**config.mk**
```make
export PLATFORM = sky130hd
export DESIGN_NAME = npn_canon_seq
export DESIGN_NICKNAME = d
export VERILOG_FILES = /design/src/rtl/npn_pkg.sv /design/src/rtl/npn_tt_transform.sv /design/src/rtl/npn_canon_seq.sv
export SDC_FILE = /design/constraint.sdc
export NUM_CORES = 1
export LEC_CHECK = 0
export ABC_CLOCK_PERIOD_IN_PS = 8470
export BUFFER_PORTS_ARGS = -buffer_cell sky130_fd_sc_hd__buf_4
export CORE_UTILIZATION = 50
export DETAILED_ROUTE_END_ITERATION = 7
export PLACE_DENSITY = 0.68
export REMOVE_ABC_BUFFERS = 1
export SETUP_SLACK_MARGIN = 0.15
export SYNTH_ARGS = -nofsm -noshare
export SYNTH_HDL_FRONTEND = slang
export SYNTH_HIERARCHICAL = 1
export SYNTH_SLANG_ARGS = --single-unit
```
**constraint.sdc**
```tcl
create_clock -name clk -period 8.47 [get_ports clk]
set_input_delay 0.847 -clock clk [delete_from_list [all_inputs] [get_ports clk]]
set_output_delay 0.847 -clock clk [all_outputs]
set_load 0.01 [all_outputs]
```
**src/rtl/npn_pkg.sv**
```systemverilog
// Shared definitions for the NPN canonicaliser.
//   - Width constants for the largest supported function (4 inputs).
//   - FSM state type.
//   - tuple_is_perm: true when the first n 2-bit digits of a tuple are distinct and < n.
//   - tt_transform: applies input permutation + input negation to a truth table.
//   - Per-N latency constants (accept edge to out_valid high).
package npn_pkg;

  localparam int unsigned MaxInputs = 4;
  localparam int unsigned MaxTtW    = 16;
  localparam int unsigned MaxIdxW   = 2;

  localparam int unsigned C_N2 = 10;
  localparam int unsigned C_N3 = 69;
  localparam int unsigned C_N4 = 616;

  typedef enum logic [1:0] {
    StIdle,
    StRun,
    StDone
  } state_e;

  // Digits are packed as 2-bit fields, digit i in bits [2*i +: 2].
  function automatic logic tuple_is_perm(input logic [MaxIdxW*MaxInputs-1:0] tuple,
                                         input int n);
    logic [MaxInputs-1:0] seen;
    logic [MaxIdxW-1:0]   d;
    logic                 ok;
    seen = '0;
    ok   = 1'b1;
    for (int i = 0; i < int'(MaxInputs); i++) begin
      if (i < n) begin
        d = tuple[MaxIdxW*i +: MaxIdxW];
        if ({30'd0, d} >= n) begin
          ok = 1'b0;
        end else if (seen[d]) begin
          ok = 1'b0;
        end else begin
          seen[d] = 1'b1;
        end
      end
    end
    return ok;
  endfunction

  // T[m] = F[m'] where m'[i] = m[perm[i]] ^ neg[i]; rows beyond 2^n stay zero.
  function automatic logic [MaxTtW-1:0] tt_transform(input logic [MaxTtW-1:0]            tt,
                                                     input logic [MaxIdxW*MaxInputs-1:0] perm,
                                                     input logic [MaxInputs-1:0]         neg,
                                                     input int                           n);
    logic [MaxTtW-1:0]    res;
    logic [MaxInputs-1:0] m;
    logic [MaxInputs-1:0] mp;
    res = '0;
    for (int k = 0; k < int'(MaxTtW); k++) begin
      m  = 4'(k);
      mp = '0;
      for (int i = 0; i < int'(MaxInputs); i++) begin
        if (i < n) begin
          mp[i] = m[perm[MaxIdxW*i +: MaxIdxW]] ^ neg[i];
        end
      end
      if (k < (1 << n)) begin
        res[k] = tt[mp];
      end
    end
    return res;
  endfunction

endpackage

```
**src/rtl/npn_tt_transform.sv**
```systemverilog
// Combinational truth-table transform for one (perm, neg) pair.
//   in_tt : source truth table
//   perm  : perm[i] in bits [i*IDX_W +: IDX_W]
//   neg   : input-negation mask
//   t     : transformed table T
//   t_n   : its output-negated counterpart ~T
module npn_tt_transform
  import npn_pkg::*;
#(
  parameter int unsigned  NUM_INPUTS = 4,
  localparam int unsigned TT_W       = 1 << NUM_INPUTS,
  localparam int unsigned IDX_W      = ($clog2(NUM_INPUTS) > 1) ? $clog2(NUM_INPUTS) : 1
) (
  input  logic [TT_W-1:0]             in_tt,
  input  logic [NUM_INPUTS*IDX_W-1:0] perm,
  input  logic [NUM_INPUTS-1:0]       neg,
  output logic [TT_W-1:0]             t,
  output logic [TT_W-1:0]             t_n
);

  logic [MaxIdxW*MaxInputs-1:0] perm_pad;
  logic [MaxTtW-1:0]            t_full;
  logic                         unused_t_full;

  always_comb begin
    perm_pad = '0;
    for (int i = 0; i < int'(NUM_INPUTS); i++) begin
      perm_pad[MaxIdxW*i +: MaxIdxW] = MaxIdxW'(perm[i*IDX_W +: IDX_W]);
    end
    t_full = tt_transform(MaxTtW'(in_tt), perm_pad, MaxInputs'(neg), int'(NUM_INPUTS));
  end

  // Rows above TT_W are always zero for small instances.
  assign unused_t_full = ^t_full;

  assign t   = t_full[TT_W-1:0];
  assign t_n = ~t_full[TT_W-1:0];

endmodule

```
**src/rtl/npn_canon_seq.sv**
```systemverilog
// Sequential NPN canonicaliser. Walks every permutation tuple and every
// input-negation mask (one mask per cycle), compares T and ~T against the
// running minimum, and reports the smallest table plus the transform that
// first produced it.
//   clk, rst_n          : clock, async active-low reset
//   in_valid/in_ready   : request handshake (ready only in IDLE)
//   in_tt               : truth table, bit m = f(x) with x_i = bit i of m
//   out_valid/out_ready : result handshake (valid only in DONE)
//   canon_tt            : minimum transformed table
//   perm_out            : perm[i] in bits [i*IDX_W +: IDX_W]
//   neg_out, out_neg    : input-negation mask, output-negation flag
module npn_canon_seq
  import npn_pkg::*;
#(
  parameter int unsigned  NUM_INPUTS = 4,
  localparam int unsigned TT_W       = 1 << NUM_INPUTS,
  localparam int unsigned IDX_W      = ($clog2(NUM_INPUTS) > 1) ? $clog2(NUM_INPUTS) : 1,
  localparam int unsigned PERM_W     = NUM_INPUTS * IDX_W
) (
  input  logic                  clk,
  input  logic                  rst_n,
  input  logic                  in_valid,
  input  logic [TT_W-1:0]       in_tt,
  output logic                  in_ready,
  output logic                  out_valid,
  input  logic                  out_ready,
  output logic [TT_W-1:0]       canon_tt,
  output logic [PERM_W-1:0]     perm_out,
  output logic [NUM_INPUTS-1:0] neg_out,
  output logic                  out_neg
);

  if (NUM_INPUTS < 2 || NUM_INPUTS > 4) begin : g_bad_num_inputs
    $error("npn_canon_seq: NUM_INPUTS must be in 2..4");
  end

  state_e                state_q, state_d;
  logic [TT_W-1:0]       tt_q, tt_d;
  logic [PERM_W-1:0]     tuple_q, tuple_d;
  logic [NUM_INPUTS-1:0] mask_q, mask_d;
  logic [TT_W-1:0]       best_q, best_d;
  logic                  found_q, found_d;
  logic [PERM_W-1:0]     best_perm_q, best_perm_d;
  logic [NUM_INPUTS-1:0] best_neg_q, best_neg_d;
  logic                  best_oneg_q, best_oneg_d;
  logic [TT_W-1:0]       canon_q, canon_d;
  logic [PERM_W-1:0]     perm_q, perm_d;
  logic [NUM_INPUTS-1:0] neg_q, neg_d;
  logic                  oneg_q, oneg_d;

  logic [TT_W-1:0]              t, t_n;
  logic [MaxIdxW*MaxInputs-1:0] tuple_pad;
  logic                         tuple_ok;
  logic                         tuple_last;
  logic                         mask_last;
  logic [PERM_W-1:0]            tuple_inc;
  logic                         carry;

  logic [TT_W-1:0]       cand_tt;
  logic                  cand_found;
  logic [PERM_W-1:0]     cand_perm;
  logic [NUM_INPUTS-1:0] cand_neg;
  logic                  cand_oneg;

  npn_tt_transform #(
    .NUM_INPUTS(NUM_INPUTS)
  ) u_transform (
    .in_tt(tt_q),
    .perm (tuple_q),
    .neg  (mask_q),
    .t    (t),
    .t_n  (t_n)
  );

  // Tuple classification and mixed-radix (base N) increment, last digit fastest.
  always_comb begin
    tuple_pad  = '0;
    tuple_last = 1'b1;
    for (int i = 0; i < int'(NUM_INPUTS); i++) begin
      tuple_pad[MaxIdxW*i +: MaxIdxW] = MaxIdxW'(tuple_q[i*IDX_W +: IDX_W]);
      if (tuple_q[i*IDX_W +: IDX_W] != IDX_W'(NUM_INPUTS - 1)) begin
        tuple_last = 1'b0;
      end
    end
    tuple_ok  = tuple_is_perm(tuple_pad, int'(NUM_INPUTS));
    mask_last = &mask_q;

    tuple_inc = tuple_q;
    carry     = 1'b1;
    for (int i = int'(NUM_INPUTS) - 1; i >= 0; i--) begin
      if (carry) begin
        if (tuple_q[i*IDX_W +: IDX_W] == IDX_W'(NUM_INPUTS - 1)) begin
          tuple_inc[i*IDX_W +: IDX_W] = '0;
        end else begin
          tuple_inc[i*IDX_W +: IDX_W] = tuple_q[i*IDX_W +: IDX_W] + IDX_W'(1);
          carry                       = 1'b0;
        end
      end
    end
  end

  // T is tried before ~T; only a strictly smaller table displaces the best,
  // so ties keep the earliest transform.
  always_comb begin
    cand_tt    = best_q;
    cand_found = found_q;
    cand_perm  = best_perm_q;
    cand_neg   = best_neg_q;
    cand_oneg  = best_oneg_q;
    if (state_q == StRun && tuple_ok) begin
      if (!found_q || t < best_q) begin
        cand_tt    = t;
        cand_found = 1'b1;
        cand_perm  = tuple_q;
        cand_neg   = mask_q;
        cand_oneg  = 1'b0;
      end
      if (t_n < cand_tt) begin
        cand_tt    = t_n;
        cand_found = 1'b1;
        cand_perm  = tuple_q;
        cand_neg   = mask_q;
        cand_oneg  = 1'b1;
      end
    end
  end

  always_comb begin
    state_d     = state_q;
    tt_d        = tt_q;
    tuple_d     = tuple_q;
    mask_d      = mask_q;
    best_d      = best_q;
    found_d     = found_q;
    best_perm_d = best_perm_q;
    best_neg_d  = best_neg_q;
    best_oneg_d = best_oneg_q;
    canon_d     = canon_q;
    perm_d      = perm_q;
    neg_d       = neg_q;
    oneg_d      = oneg_q;

    unique case (state_q)
      StIdle: begin
        if (in_valid) begin
          tt_d    = in_tt;
          tuple_d = '0;
          mask_d  = '0;
          best_d  = '1;
          found_d = 1'b0;
          state_d = StRun;
        end
      end
      StRun: begin
        best_d      = cand_tt;
        found_d     = cand_found;
        best_perm_d = cand_perm;
        best_neg_d  = cand_neg;
        best_oneg_d = cand_oneg;
        // Invalid tuples take a single cycle; valid ones sweep all masks.
        if (tuple_ok && !mask_last) begin
          mask_d = mask_q + NUM_INPUTS'(1);
        end else begin
          mask_d  = '0;
          tuple_d = tuple_inc;
        end
        if (tuple_last && (!tuple_ok || mask_last)) begin
          canon_d = cand_tt;
          perm_d  = cand_perm;
          neg_d   = cand_neg;
          oneg_d  = cand_oneg;
          state_d = StDone;
        end
      end
      StDone: begin
        if (out_ready) begin
          state_d = StIdle;
        end
      end
      default: state_d = StIdle;
    endcase
  end

  always_ff @(posedge clk or negedge rst_n) begin
    if (!rst_n) begin
      state_q     <= StIdle;
      tt_q        <= '0;
      tuple_q     <= '0;
      mask_q      <= '0;
      best_q      <= '0;
      found_q     <= 1'b0;
      best_perm_q <= '0;
      best_neg_q  <= '0;
      best_oneg_q <= 1'b0;
      canon_q     <= '0;
      perm_q      <= '0;
      neg_q       <= '0;
      oneg_q      <= 1'b0;
    end else begin
      state_q     <= state_d;
      tt_q        <= tt_d;
      tuple_q     <= tuple_d;
      mask_q      <= mask_d;
      best_q      <= best_d;
      found_q     <= found_d;
      best_perm_q <= best_perm_d;
      best_neg_q  <= best_neg_d;
      best_oneg_q <= best_oneg_d;
      canon_q     <= canon_d;
      perm_q      <= perm_d;
      neg_q       <= neg_d;
      oneg_q      <= oneg_d;
    end
  end

  assign in_ready  = (state_q == StIdle);
  assign out_valid = (state_q == StDone);
  assign canon_tt  = canon_q;
  assign perm_out  = perm_q;
  assign neg_out   = neg_q;
  assign out_neg   = oneg_q;

endmodule

```
Yosys cells after proc, flatten, opt, wreduce, memory -nomap -nowiden. Cells that the tools add are included.

Input bits: 20. Register bits after elaboration: 89.

Reductions and logical operators: 23. Add/subtract/negate cells: 5. Bitwise logic cells: 67. Eq/ne operators: 19. Multiplexer cells: 225. $lt $le $gt $ge: 25.

Operators with widths (number): $bmux W1 S2 (67); $mux W1 (106); $lt A4 B5 Y1 const B (16); $mux W16 (5); $bmux W1 S4 (16); $xor A1 B1 Y1 (64); $mux W8 (5); $lt A16 B16 Y1 (2); $mux W4 (8); $pmux W16 S2 (1); $mux W2 (10); $reduce_and A4 Y1 (5); $ne A2 B2 Y1 const B (9); $not A16 Y16 (1); $pmux W8 S2 (1); $lt A2 B3 Y1 const B (4); $eq A2 B2 Y1 const B (5); $add A2 B1 Y2 const B (4); $or A4 B4 Y4 (2); $pmux W4 S2 (1); $demux W1 S2 (3); $ge A2 B1 Y1 const B (3); $logic_and A1 B1 Y1 (6); $ne A2 B1 Y1 const B (3); other kinds (11) (17).

Logic depth before layout (Yosys ltp). Gate-level depths: netlist (run 1).

Depth after elaboration: 20. Mapped depth: 25. Gate-level depth less buffers: 22.

Cells and area by module. The synthesis (run 1) kept the hierarchy.

By module, submodules not included: npn_canon_seq (area an instance 5101.1 sq um, times used 1, cells each 500); npn_tt_transform (area an instance 2806.4 sq um, times used 1, cells each 232).

Least setup slack after synthesis (run 1). OpenSTA, ideal clock, no wires.

Path type: register to register. Start: reg tuple_q[0], in the netlist tuple_pad[0]. End: reg perm_q[2], in the netlist perm_out[2]. Slack: 2.320 ns. Buffers on the path: 3. Library setup time: 0.125 ns. Required time: 8.345 ns. Stages on the path, launching flop included: 24. Arrival time: 6.025 ns. Clock period less this slack: 6.150 ns. Path through: dfrtp_1 > inv_1 > ha_1 > xor2_1 > mux4_2 > mux4_2 > ha_1 > a2111oi_0 > o311a_1 > o22a_1 > buf_2 > clkbuf_1 > nor2_1 > a21oi_1 > ha_1 > a21o_1 > a21o_1 > a221oi_1 > a21o_1 > a21oi_1 > nor2_2 > buf_6 > mux2_2 > mux2_2.

Elaborated cells between the ends (all ways): 119. Classes of those cells: 4 x order compare; 1 x eq/ne; 88 x mux; 19 x bitwise; 7 x reduce/logical.

RTL lines: start: declaration (line npn_canon_seq.sv:39) `logic [PERM_W-1:0] tuple_q, tuple_d;`; start signal: assignment (line npn_canon_seq.sv:202) `tuple_q <= tuple_d;`; $bmux W1 S2 (*) (line npn_pkg.sv:60) `mp[i] = m[perm[MaxIdxW*i +: MaxIdxW]] ^ neg[i];`; $mux W1 (not written as such) (*) (line npn_pkg.sv:60); $xor A1 B1 Y1 (*) (line npn_pkg.sv:60); $bmux W1 S4 (*) (line npn_pkg.sv:64) `res[k] = tt[mp];`; $mux W1 (not written as such) (*) (line npn_pkg.sv:64); named net t[1] (line npn_canon_seq.sv:51) `logic [TT_W-1:0] t, t_n;`; $lt A16 B16 Y1 (line npn_canon_seq.sv:111) `if (!found_q || t < best_q) begin`; $logic_or A1 B1 Y1 (line npn_canon_seq.sv:111); $mux W16 (line npn_canon_seq.sv:111); $mux W16 (line npn_canon_seq.sv:110) `if (state_q == StRun && tuple_ok) begin`; $lt A16 B16 Y1 (line npn_canon_seq.sv:118) `if (t_n < cand_tt) begin`; $mux W8 (*) (line npn_canon_seq.sv:118); $mux W8 (*) (line npn_canon_seq.sv:110); end signal: assignment (line npn_canon_seq.sv:210) `perm_q <= perm_d;`; end: declaration (line npn_canon_seq.sv:47) `logic [PERM_W-1:0] perm_q, perm_d;`.

Mark *: on every way through the listed nets, which the timed path passes. The rest lies on a longest branch. The select of a mux whose other input is x is not followed. A chain may end at the register's enable or synchronous reset.

Worst setup path after layout (run 1). Ends and elaborated chain as after synthesis.

==> impl_metrics.toml, run 1 <==
[timing]
max_slew.worst_pin.slew_ps = 1130
setup_viol = 0
tns_ps = 0
skew_ps = 4.28
finalCritPeriodShare_pct = 86.9
min_period_ps = 7360
rsz0062_at_grt = "false"
max-slew-margin-rel_pct = 24.8
drv_slew = 0
fmax_ghz = 0.136
timing_hold_violations_final = 0

[critical_path]
end_kind = "flip-flop"
cp-start-kind = "flip-flop"
critical_path_peak_fanout = 34
required_ps = 8720
reg2reg_slack_ps = 1110
worstPathArrival_ps = 7610
criticalPathCategory = "flip-flop to flip-flop"

[clock_tree]
clkTransAtPathRegs_ps = 70
clock_sinks = 89
clk_latency_ps = 360
h-tree-depth = 3
clk_path_buf_depth = 2
cts_inserted_buffers = 9
cts_tree = "yes"
post_cts_buffers = 0
clockRootBuffer = "clkbuf_16"

[global_route]
grt_max_degree = 90
grt_pass1_vias = 6189
gr-usage-met1_pct = 32.8
grt.overflow.total = 0
grt.met3_usage_pct = 5.59
grt_pass1_wl_um = 33000
track_usage_pct = 26.4
top_usage_layer = "met2"
antenna_found_initial = 0
use_met2_pct = 44.3

[finish]
antennaDiodeCount = 0
fin_nets = 838
area_growth_pct = 10.6
drive_above_1_share_pct = 27.3
final_core_util_pct = 57.1

[floorplan]
die_area_um2 = 16300
die_x_um = 128
die_h_um = 128
num_rows = 45
pin_count = 51
start_util_pct = 51.6
core_area_um2 = 15300

[routing]
drc = 0
drtPass1Iterations = 5
num_vias = 6304
drtIter0Drc = 591
vias_per_cell = 6.48
ant_nets = 0
avgRoutedWirePerCell_um = 21.0
wl_um = 20400

[synthesis]
synth-seq-cells = 89
synthTopCellsByArea = "dfrtp_1, mux4_2, ha_1"
async_flop_share_pct = 100
synth_area_per_cell_um2 = 10.8
yosys_warnings = 6
synth_edf_count = 0
syn_area_um2 = 7910
ys.flop_type = "dfrtp_1"
synthCells = 732
synth_top_area_cell = "dfrtp_1"
synthDistinctLibCells = 56
synth_seq_area_share_pct = 28.2
synth_top_area_share_pct = 28.2

[run_status]
status = "finished clean"

[place]
portBuffers = 50
gp_congestion = 0.898
dp_hpwl_um = 13900

[flow_run]
drv_cap = 0

[worst_hold_path]
hp-class = "flip-flop to flip-flop"
[layout by cell type, fill, tap and decap left out, types with 17 or more instances in the layout]
master	synthesis	routed
ha_1	61	61
inv_1	38	38
nand3_1	27	27
buf_4	0	65
dfrtp_1	89	89
a21oi_1	28	28
nor2_1	39	38
nand2_1	42	42
mux4_2	61	61
xnor2_1	17	17
mux2_2	41	41
o21ai_0	66	66
xor2_1	27	27
[registers in the layout (all words and copies together), names as in the netlist]
register and count:
found_q 1, best_neg_q 4, mask_q 4, state_q 2, tuple_pad 8, tt_q 16, out_neg 1, perm_out 8
neg_out 4, best_oneg_q 1, canon_tt 16, best_q 16, best_perm_q 8
[layout make-up]
class	count	area (um^2)
inverter	42	158
sequential	89	2230
clock buffer	10	239
clock inverter	6	88.8
fill	1308	6570
timing repair buffer	65	488
tap	211	264
multi-input combinational	550	5280
[metal layers]
| metal | wire length (um) | vias to the layer above |
|---|---|---|
| met1 | 8420 | 3120 |
| met4 | 621 | 0 |
| met3 | 1480 | 60 |
| li1 | - | 2817 |
| met5 | 0 | - |
| met2 | 9910 | 307 |
[Yosys cell counts (2+ instances only)]
library cell,count
a211oi_1,3
a21o_1,7
a21oi_1,28
a22o_1,3
a32o_1,2
and3_1,3
and4_1,5
buf_2,8
buf_6,6
clkbuf_1,36
dfrtp_1,89
ha_1,61
inv_1,38
inv_2,4
mux2_1,3
mux2_2,41
mux2i_1,14
mux4_1,10
mux4_2,61
nand2_1,42
nand2b_1,6
nand3_1,27
nand4_1,10
nor2_1,39
nor2b_1,2
nor3_1,10
nor4_1,3
o211ai_1,7
o211ai_2,10
o21a_1,2
o21ai_0,66
o21bai_1,2
o31a_1,15
o41ai_1,2
or4_1,2
xnor2_1,17
xnor2_2,3
xor2_1,27
[path summary, 6_finish.rpt]
path | startpoint | end | cells after the start
min | best_perm_q[7] | best_perm_q[7] | 1
max reg2reg | tuple_pad[0] | perm_out[2] | 20
max in group asynchronous | rst_n | state_q[0] | 1
min in group asynchronous | rst_n | canon_tt[1] | 1
min reg2reg | best_perm_q[7] | best_perm_q[7] | 1
max | tuple_pad[0] | perm_out[2] | 20
[logic make-up (layout without fill, tap and decap cells)]
group / Yosys count / in the layout / share of synthesized area [%]
AOI/OAI and AO/OA: 157 / 157 / 13.4
buffers and inverters: 93 / 123 / 5.11
DFF: 89 / 89 / 28.2
xor gates and xnor gates: 47 / 47 / 5.49
adders and majority gates: 61 / 61 / 9.65
muxes: 129 / 129 / 28.7
and+or+nand+nor: 156 / 156 / 9.46
[through the flow]
step | hold slack [ps] | setup WS (ps) | std cells | cell area, um^2
finish | 479 | 1110 | 973 | 8750
global placement | 461 | 1050 | 957 | 8420
detailed placement | 470 | 712 | 957 | 8420
global route | 513 | 644 | 973 | 8750
floorplan | 449 | 1380 | 681 | 7660
CTS | 479 | 743 | 973 | 8750
[worst max-delay path, stage by stage, from the launching register on]
cell and delay (ps):
dfrtp_1 650, inv_1 130, ha_1 270, xor2_1 460, mux4_2 570, mux4_2 540
ha_1 300, a2111oi_0 420, o311a_1 210, o22a_2 550, nor2_1 80, a21oi_1 190
ha_1 280, a21o_1 180, a21o_1 190, a221oi_1 530, a21o_1 200, a21oi_1 90
nor2_2 690, mux2_2 430, mux2_2 260
[timing repair]
action                     CTS  global route
setup endpoints to repair    0             4
hold buffers                 0             0
hold endpoints to repair     0             0
resized for setup            0             1
Power of run 1 is left out: the tool's default activity adds up to more than one toggle a clock period on the data nets, which glitch-free logic cannot reach.
==> run 2: changes to the inputs <==
--- a/config.mk
+++ b/config.mk
@@ -7,6 +7,7 @@
 export LEC_CHECK = 0
 export ABC_CLOCK_PERIOD_IN_PS = 8470
 export BUFFER_PORTS_ARGS = -buffer_cell sky130_fd_sc_hd__buf_4
+export CORE_MARGIN = 2
 export CORE_UTILIZATION = 50
 export DETAILED_ROUTE_END_ITERATION = 7
 export PLACE_DENSITY = 0.68
==> impl_metrics.toml, run 2 (synthesis gave the netlist of run 1 again) <==
[run_status]
status = "finished clean"

[global_route]
grt.overflow.total = 0
grt_max_degree = 60
grt_pass1_wl_um = 34100
grt_pass1_vias = 6377
track_usage_pct = 26.2
antenna_found_initial = 0

[critical_path]
worstPathArrival_ps = 7820
worst-r2r-cell-count = 21
worst_r2r_endpoint = "best_q[12]"
max_stage_delay_ps = 880
crit_buf_inv = 2
cp_top_family = "compound AO/OA/AOI/OAI gates"
worstPathCellList = "inv_1 -> ha_1 -> xnor2_1 -> mux4_2 -> mux2i_1 -> mux2i_1 -> ha_1 -> and3_1 -> o21ai_0 -> o311a_1 -> o22a_1 -> a21oi_1 -> ha_1 -> or4_1 -> a221oi_1 -> nand3_1 -> mux2i_2 -> buf_4 -> o21ai_0 -> o31a_1 -> o21ai_0"
critical_path_peak_fanout = 34
regToRegStartpoint = "tuple_pad[0]"
end_kind = "flip-flop"
cp-start-kind = "flip-flop"
criticalPathCategory = "flip-flop to flip-flop"
crit_path_top_delay_cell = "o22a_1"
required_ps = 8720
reg2reg_slack_ps = 900

[timing]
setup_viol = 0
finalCritPeriodShare_pct = 89.4
rsz0062_at_grt = "false"
tns_ps = 0
fmax_ghz = 0.132
max-slew-margin-rel_pct = 26.4
timing_hold_violations_final = 0
min_period_ps = 7570
skew_ps = 9.97
drv_slew = 0
max_slew.worst_pin.slew_ps = 1100

[floorplan]
core_area_um2 = 15300
num_rows = 45
die_x_um = 130
pin_count = 51
die_area_um2 = 16800
die_h_um = 130
start_util_pct = 51.6

[finish]
drive_above_1_share_pct = 26.8
final_core_util_pct = 56.8
fillers = 1309
final_common_cell = "dfrtp_1"
finalNonFillerCells = 969
multi_input_area_um2 = 5280
postLayoutCellArea_um2 = 8700
regArea_um2 = 2230
final_cell_mix = "dfrtp_1, o21ai_0, mux4_2, ha_1, buf_4"
area_growth_pct = 10.0
fin_nets = 834
antennaDiodeCount = 0

[routing]
wl_um = 21200
vias_per_cell = 6.54
num_vias = 6333
avgRoutedWirePerCell_um = 21.8
ant_nets = 0
drtIter0Drc = 603
drc = 0
drtPass1Iterations = 5

[clock_tree]
cts_resized = 0
clk_path_buf_depth = 2
cts_inserted_buffers = 9
h-tree-depth = 3
cts_hold_buffers = 0
clk_latency_ps = 360
cts_tree = "yes"
clockRootBuffer = "clkbuf_16"
clkTransAtPathRegs_ps = 70
clock_sinks = 89
post_cts_buffers = 0

[place]
dp_hpwl_um = 14600
portBuffers = 50
gp_congestion = 0.930
place_area_um2 = 8390
place_inst = 953

[worst_hold_path]
hp-class = "input port to asynchronous set/reset pin"

[flow_run]
drv_cap = 0
-- run 2: cell count changes in the layout (fill, tap and decap cells not counted), sizes merged --
cell,delta
buf,-4
bufinv,-1
clkinv,+1
clkinvlp,-1
inv,+1
-- run 2: cell type report --
cell class,instances,area share (%)
tap,211,3.03
clock buffer,10,2.75
inverter,42,1.81
sequential,89,25.6
timing repair buffer,61,5.26
multi-input combinational,550,60.7
clock inverter,6,0.834
-- run 2: worst max-delay path by stage --
stage	slack (ps)	cells after the start	startpoint	endpoint
after global routing	320	18	mask_q[0]	best_q[12]
after floorplan	1380	16	mask_q[0]	canon_tt[15]
after detailed placement	1060	19	tuple_pad[0]	best_q[12]
after global placement	1390	21	tuple_pad[0]	best_q[11]
final	900	21	tuple_pad[0]	best_q[12]
after CTS	980	19	tuple_pad[0]	best_q[12]
-- run 2: layer usage --
metal  track usage [%]  wire length [um]  vias to the layer above
met2              43.6             10300                      335
met5                 0                 0                        -
met1              34.6              8710                     3156
met3              5.54              1740                       36
li1                  -                 -                     2806
met4              8.60               434                        0
-- run 2: stage by stage --
step / hold slack, ps / setup slack [ps]
after floorplan: 449 / 1380
after global placement: 460 / 1390
after detailed placement: 468 / 1060
after CTS: 480 / 981
after global routing: 503 / 317
final: 476 / 897
Power of run 2 is left out for the same reason.
==> run 3: changes to the inputs <==
--- a/config.mk
+++ b/config.mk
@@ -7,12 +7,15 @@
 export LEC_CHECK = 0
 export ABC_CLOCK_PERIOD_IN_PS = 8470
 export BUFFER_PORTS_ARGS = -buffer_cell sky130_fd_sc_hd__buf_4
+export CAP_MARGIN = 25
 export CORE_MARGIN = 2
 export CORE_UTILIZATION = 50
+export CTS_BUF_LIST = sky130_fd_sc_hd__clkbuf_8
 export DETAILED_ROUTE_END_ITERATION = 7
 export PLACE_DENSITY = 0.68
 export REMOVE_ABC_BUFFERS = 1
 export SETUP_SLACK_MARGIN = 0.15
+export SLEW_MARGIN = 30
 export SYNTH_ARGS = -nofsm -noshare
 export SYNTH_HDL_FRONTEND = slang
 export SYNTH_HIERARCHICAL = 1
==> impl_metrics.toml, run 3 (synthesis gave the netlist of run 1 again) <==
[critical_path]
critical_path_peak_fanout = 34
worstPathArrival_ps = 7410
criticalPathCategory = "flip-flop to flip-flop"
cp-start-kind = "flip-flop"
required_ps = 8760
end_kind = "flip-flop"
cp_top_family = "compound AO/OA/AOI/OAI gates"
worstPathCellList = "inv_1 -> ha_1 -> xnor2_1 -> mux4_2 -> mux2i_1 -> mux2i_1 -> ha_1 -> a21o_1 -> o21ai_0 -> o311a_1 -> o22a_2 -> a21oi_1 -> ha_1 -> or4_1 -> a221oi_1 -> nand3_1 -> mux2i_2 -> buf_4 -> o21ai_0 -> o31a_1 -> o21ai_0"
crit_path_top_delay_cell = "dfrtp_1"
crit_buf_inv = 2
max_stage_delay_ps = 630

[clock_tree]
cts_tree = "yes"
cts_hold_buffers = 0
clock_sinks = 89
post_cts_buffers = 0
cts_resized = 0
clockRootBuffer = "clkbuf_8"
clkTransAtPathRegs_ps = 100
clk_latency_ps = 380
cts_inserted_buffers = 9
clk_path_buf_depth = 2
h-tree-depth = 3

[floorplan]
num_rows = 45
die_h_um = 130
core_area_um2 = 15300
pin_count = 51
die_area_um2 = 16800
die_x_um = 130
start_util_pct = 51.6

[timing]
timing_hold_violations_final = 0
max_slew.worst_pin.slew_ps = 859
tns_ps = 0
max-slew-margin-rel_pct = 42.3
fmax_ghz = 0.140
rsz0062_at_grt = "false"
drv_slew = 0
setup_viol = 0
finalCritPeriodShare_pct = 84.1
min_period_ps = 7120
skew_ps = 18.6

[place]
dp_hpwl_um = 14600
portBuffers = 50
gp_congestion = 0.930

[routing]
wl_um = 21000
drc = 0
avgRoutedWirePerCell_um = 21.7
ant_nets = 0
num_vias = 6332
drtPass1Iterations = 5
drtIter0Drc = 548
vias_per_cell = 6.53

[global_route]
grt_pass1_wl_um = 33900
grt.overflow.total = 0
antenna_found_initial = 0
grt_max_degree = 60
track_usage_pct = 26.0
grt_pass1_vias = 6342

[finish]
final_cell_mix = "dfrtp_1, o21ai_0, mux4_2, ha_1, buf_4"
fin_nets = 834
antennaDiodeCount = 0
multi_input_area_um2 = 5280
final_common_cell = "dfrtp_1"
drive_above_1_share_pct = 27.0
area_growth_pct = 8.78
fillers = 1342
regArea_um2 = 2230

[worst_hold_path]
hp-class = "input port to asynchronous set/reset pin"

[flow_run]
drv_cap = 0

[run_status]
status = "finished clean"
run 3: cell count changes in the layout (fill, tap and decap cells not counted), moves of 2 or more:
cell | previous run | this run
clkinvlp_4 | 1 | 3
clkinv_4 | 2 | 0
clkbuf_8 | 1 | 10
clkbuf_16 | 9 | 0
run 3: path summary, 6_finish.rpt:
kind	startpoint	end	slack, ps	cells after the start
worst min register to register	best_neg_q[3]	best_neg_q[3]	480	1
worst max register to register	tuple_pad[0]	best_q[12]	1350	21
worst min-delay path	rst_n	best_q[7]	450	1
worst max-delay path	tuple_pad[0]	best_q[12]	1350	21
max in group asynchronous	rst_n	mask_q[3]	6940	2
min in group clk	best_neg_q[3]	best_neg_q[3]	480	1
run 3: metal layers:
| metal | global-route usage (%) | share of wire (%) | vias up |
|---|---|---|---|
| met5 | 0 | 0 | - |
| met4 | 9.49 | 2.1 | 0 |
| met3 | 4.63 | 6.5 | 37 |
| met2 | 42.8 | 49 | 273 |
| met1 | 34.8 | 43 | 3225 |
| li1 | - | - | 2797 |
run 3: worst reg2reg max path, delay by kind of cell (launching register included):
| kind | cells | cell delay (ps) |
|---|---|---|
| buf+inv | 2 | 460 |
| mux | 4 | 1590 |
| fa+ha+maj | 3 | 970 |
| flops | 1 | 630 |
| simple gates | 2 | 670 |
| compound gates | 9 | 2220 |
| xor+xnor | 1 | 500 |
run 3: layout make-up:
cell class                      instances  area share (%)
Multi-Input combinational cell        550            61.4
Tap cell                              211            3.07
Clock inverter                          6           0.844
Sequential cell                        89            25.9
Inverter                               42            1.83
Clock buffer                           10            1.60
Timing Repair Buffer                   61            5.32
run 3: through the flow:
stage                     worst slack, ps  area, um^2  cells  hold slack [ps]  util, %
after floorplan                      1380        7660    681              449        -
after global routing                  763        8600    969              477     56.2
after CTS                            1410        8600    969              460     56.2
after detailed placement             1440        8390    953              476     54.8
after global placement               1390        8390    953              460     54.8
final                                1350        8600    969              450     56.2
Power of run 3 is left out for the same reason.
